`config.mk`:
```
export PLATFORM = sky130hd
export DESIGN_NAME = adder_tree_pipe
export DESIGN_NICKNAME = d
export VERILOG_FILES = /design/src/rtl/adder_tree_pipe.sv
export SDC_FILE = /design/constraint.sdc
export NUM_CORES = 1
export LEC_CHECK = 0
export ABC_AREA = 1
export CORE_ASPECT_RATIO = 0.9
export CORE_MARGIN = 4
export CORE_UTILIZATION = 31
export CTS_CLUSTER_SIZE = 12
export DETAILED_ROUTE_END_ITERATION = 7
export SLEW_MARGIN = 20
export SYNTH_ARGS = -nofsm -noshare
export SYNTH_HDL_FRONTEND = slang
export SYNTH_SLANG_ARGS = --single-unit
```
`constraint.sdc`:
```
create_clock -name clk -period 1.6 [get_ports clk]
set_input_delay 0.16 -clock clk [delete_from_list [all_inputs] [get_ports clk]]
set_output_delay 0.16 -clock clk [all_outputs]
set_load 0.01 [all_outputs]
```
`src/rtl/adder_tree_pipe.sv`:
```
// Pipelined NUM_IN-lane adder tree with valid tagging; stage 0 registers lanes, then LOG2N adder levels.
// Define ADDER_TREE_ACC_EN to add a saturating running accumulator after the tree.
module adder_tree_pipe #(
    parameter int WIDTH  = 12,
    parameter int NUM_IN = 8,
    parameter int LOG2N  = 3,
    parameter int SIGNED = 1,
    parameter int ACC_W  = 20,
    localparam int SUM_W = WIDTH + LOG2N,
`ifdef ADDER_TREE_ACC_EN
    localparam int OUT_W = ACC_W
`else
    localparam int OUT_W = SUM_W
`endif
) (
    input  logic                    clk,
    input  logic                    rst_n,
    input  logic                    i_in_valid,
    input  logic [NUM_IN*WIDTH-1:0] i_in_data,
    input  logic                    i_acc_clr,
    output logic                    o_out_valid,
    output logic [OUT_W-1:0]        o_out_sum
);

    localparam int NODES = 2 * NUM_IN - 1;

    generate
        if ((1 << LOG2N) != NUM_IN) begin : g_bad_log2n
            $error("adder_tree_pipe: LOG2N does not match NUM_IN");
        end
        if (ACC_W < SUM_W) begin : g_bad_acc_w
            $error("adder_tree_pipe: ACC_W must be at least WIDTH+LOG2N");
        end
    endgenerate

    logic [SUM_W-1:0] w_lane_ext [NUM_IN];

    genvar gi;
    generate
        for (gi = 0; gi < NUM_IN; gi++) begin : g_lane
            logic [WIDTH-1:0] w_lane;
            assign w_lane = i_in_data[gi*WIDTH +: WIDTH];
            assign w_lane_ext[gi] = (SIGNED != 0) ? {{LOG2N{w_lane[WIDTH-1]}}, w_lane}
                                                  : {{LOG2N{1'b0}}, w_lane};
        end
    endgenerate

    // Heap layout: node 0 is the root, children of n are 2n+1 / 2n+2, leaves occupy
    // NUM_IN-1 .. 2*NUM_IN-2, so every tree level is exactly one register deep.
    logic [SUM_W-1:0] r_node [NODES];
    logic [LOG2N:0]   r_valid;

    always_ff @(posedge clk or negedge rst_n) begin
        if (!rst_n) begin
            for (int n = 0; n < NODES; n++) begin
                r_node[n] <= '0;
            end
            r_valid <= '0;
        end else begin
            r_valid <= {r_valid[LOG2N-1:0], i_in_valid};
            for (int k = 0; k < NUM_IN; k++) begin
                r_node[NUM_IN-1+k] <= w_lane_ext[k];
            end
            for (int n = 0; n < NUM_IN - 1; n++) begin
                r_node[n] <= r_node[2*n+1] + r_node[2*n+2];
            end
        end
    end

    logic [SUM_W-1:0] w_tree_sum;
    logic             w_tree_valid;

    assign w_tree_sum   = r_node[0];
    assign w_tree_valid = r_valid[LOG2N];

`ifdef ADDER_TREE_ACC_EN
    logic [ACC_W:0]   w_tree_x;
    logic [ACC_W:0]   w_acc_x;
    logic [ACC_W:0]   w_add;
    logic [ACC_W-1:0] w_acc_next;
    logic [ACC_W-1:0] r_acc;
    logic             r_acc_valid;

    // One guard bit is enough: both addends already fit in ACC_W bits.
    assign w_tree_x = (SIGNED != 0) ? {{(ACC_W+1-SUM_W){w_tree_sum[SUM_W-1]}}, w_tree_sum}
                                    : {{(ACC_W+1-SUM_W){1'b0}}, w_tree_sum};
    assign w_acc_x  = (SIGNED != 0) ? {r_acc[ACC_W-1], r_acc} : {1'b0, r_acc};
    assign w_add    = w_acc_x + w_tree_x;

    always_comb begin
        w_acc_next = w_add[ACC_W-1:0];
        if (SIGNED != 0) begin
            if (w_add[ACC_W] != w_add[ACC_W-1]) begin
                w_acc_next = w_add[ACC_W] ? {1'b1, {(ACC_W-1){1'b0}}}
                                          : {1'b0, {(ACC_W-1){1'b1}}};
            end
        end else if (w_add[ACC_W]) begin
            w_acc_next = '1;
        end
    end

    always_ff @(posedge clk or negedge rst_n) begin
        if (!rst_n) begin
            r_acc       <= '0;
            r_acc_valid <= 1'b0;
        end else begin
            r_acc_valid <= w_tree_valid;
            if (w_tree_valid) begin
                r_acc <= i_acc_clr ? w_tree_x[ACC_W-1:0] : w_acc_next;
            end else if (i_acc_clr) begin
                r_acc <= '0;
            end
        end
    end

    assign o_out_valid = r_acc_valid;
    assign o_out_sum   = r_acc;
`else
    logic w_unused_acc_clr;

    assign w_unused_acc_clr = i_acc_clr;
    assign o_out_valid      = w_tree_valid;
    assign o_out_sum        = w_tree_sum;
`endif

endmodule

```
==> flow_summary.toml <==
[run_status]
status = "finished, violations left"
violations = "negative setup slack"

[power]
irDropWorstVdd_mv = 0.946
p_comb_frac = 0.436
p_per_area_nw_per_um2 = 1480
swShare = 0.389
p_seq_frac = 0.339
pwr-share-clk = 0.225
total_power_mw = 19.2
internal_power_mw = 11.7
p_leak_nw = 6.37
switching_power_mw = 7.47

[timing]
finalClockSkew_ns = 0.0132
hold_violations = 0
timing.fmax_mhz = 607
worstMarginPinSlew_ns = 0.332
rsz0062_at_grt = "true"
setup_viol = 8
finalSetupTns_ns = -0.112
slew_viol_final = 0
slew_headroom = 0.778
worst_slack_ns = -0.0470
hold-worst-slack_ns = 0.150
fin_crit_ns = 1.65
finalCritPeriodShare = 1.03

[detailed_routing]
vias = 7614
top_layer = "met4"
drtAntennaViolNets = 0
drt-total-wl_um = 21600
wl_met1_um = 10700
drc = 0
wire_per_inst_um = 12.6
via_per_inst = 4.44
drt_iter0_markers = 487
dr_wl_met3_um = 1110
route.met2.wl_um = 9480
dr.pass1.iters = 5

[clock_network]
htree_levels = 4
cts_root_buf = "clkbuf_16"
clock_latency_ns = 0.44
cts_tree = "done"
path_clk_slew_ns = 0.09
cts_buffers = 17
clockBufferDepth = 2
cts.sinks = 197

[grt]
grt_max_degree = 49
antenna_found_initial = 0
track_usage = 0.125
grt_pass1_vias = 7349
overflow = 0
grt_first_pass_wirelength_um = 35400

[final_layout]
final_common_cell = "nand2_1"
final_util = 0.408
syn_to_final_growth_pct = 30.1
multiInputGateArea_um2 = 4970
mostFrequentLayoutCells = "nand2_1, dfrtp_1, inv_1"
layoutNonFillerInstCount = 1713
seqCellArea_um2 = 4930
num-nets-final = 1479
nFillCells = 3159
final_layout_size_suffix_gt1_frac = 0.151
final_area_um2 = 13000
diodes = 0

[floorplanning]
rows = 62
start_util = 0.314
die_h_um = 178
dieWidth_um = 197
die_area_um2 = 35200
io_pins = 116
coreArea_um2 = 31800

[worst_setup_path]
rrSetupSlack_ns = -0.05
cpMaxStageDelayCell = "dfrtp_1"
crit_required_ns = 1.92
cp_top_family = "adder cells"
arrival_ns = 1.97
cp_cell_sequence = "ha_2 -> fa_2 -> nand2_2 -> nand2_1 -> nand3b_1 -> nand2_2 -> buf_4 -> xor2_1"
timing.critical_path.buf_inv = 1
crit_type = "flop to flop"
cp-start-kind = "flop"
cp-end-kind = "flop"
path_max_fanout = 3
cpPeakStageDelay_ns = 0.37
crit_top_cell = "nand2_2"

[yosys]
ys_warn_count = 0
yosysSeqAreaShare = 0.494
netlist_area_um2 = 9990
yosysTopAreaCell = "dfrtp_1"
synth_seq_cells = 197
synth_top_area_share = 0.494
syn_nets = 1332
synth.distinct_cells = 23
syn_area_per_cell_um2 = 8.78
synthCells = 1137
synth.area.top_cells = "dfrtp_1, nand2_1, ha_1"

[placed_design]
dp.cells = 1671
hpwl_um = 16900
place.gp.congestion = 0.862
dp_slack_ns = -0.0906
dpl_cell_area_um2 = 11700
port-buffer-count = 114

[hold_path]
hp-class = "input port to flop"

[job]
maxCapViolations = 0
## area by class of cell
| cell class | count | area share |
|---|---|---|
| sequential | 197 | 0.380 |
| inverter | 147 | 0.0425 |
| clock inverter | 14 | 0.0134 |
| clock buffer | 18 | 0.0330 |
| timing repair buffer | 143 | 0.109 |
| multi-input combinational | 778 | 0.383 |
| tap | 416 | 0.0401 |
## power by group through the flow
| stage | Combinational [mW] | Clock, mW | Sequential, mW |
|---|---|---|---|
| after floorplan | 5.31 | 0 | 6.31 |
| after global placement | 7.26 | 0 | 6.51 |
| after detailed placement | 7.32 | 0 | 6.52 |
| after CTS | 7.43 | 4.47 | 6.42 |
| after global routing | 9.47 | 4.69 | 6.59 |
| final | 8.37 | 4.32 | 6.49 |
## final timing paths
check / from / end / depth (start not counted)
setup reg to reg: r_node[120] / r_node[186] / 8
setup / recovery: r_node[120] / r_node[186] / 8
min in group asynchronous: rst_n / r_node[111] / 2
max in group asynchronous: rst_n / r_node[153] / 3
hold / removal: i_in_data[6] / r_node[111] / 1
hold reg to reg: r_valid[2] / r_valid[3] / 0
## cells in the mapped netlist (all sizes together)
cell type	number
a21oi	56
a31oi	1
buf	15
dfrtp	197
fa	7
ha	88
inv	147
nand2	361
nand3	85
nand3b	2
nand4	22
nor2	92
nor3	6
o21ai	3
o21bai	4
or2	1
xnor2	23
xor2	27
## kinds of logic (layout without fill, tap and decap cells)
| group | Yosys count | after routing | synth area share |
|---|---|---|---|
| and+or+nand+nor | 569 | 569 | 0.237 |
| DFF | 197 | 197 | 0.494 |
| buffers and inverters | 162 | 322 | 0.0665 |
| adders and majority gates | 95 | 95 | 0.124 |
| AOI/OAI and AO/OA | 64 | 64 | 0.0343 |
| xor gates and xnor gates | 50 | 50 | 0.0439 |
## sequential cells by signal (all words and copies together) (netlist names)
| signal | flops |
|---|---|
| r_node | 178 |
| o_out_sum | 15 |
| r_valid | 4 |
## routing by layer
metal / GRT usage / up-vias
li1: - / 3880
met3: 0.0253 / 19
met1: 0.184 / 3537
met5: 0 / -
met2: 0.187 / 178
met4: 0.0338 / 0
## what timing repair did
| action | CTS | global route |
|---|---|---|
| resized for setup | 19 | 109 |
| hold buffers | 1 | 0 |
| pin swaps | 8 | 28 |
| endpoints found under the hold margin | 176 | 0 |
| buffers inserted | 3 | 6 |
| endpoints found under the setup margin | 24 | 51 |
Note: power is estimated with default switching activity, not from simulation.
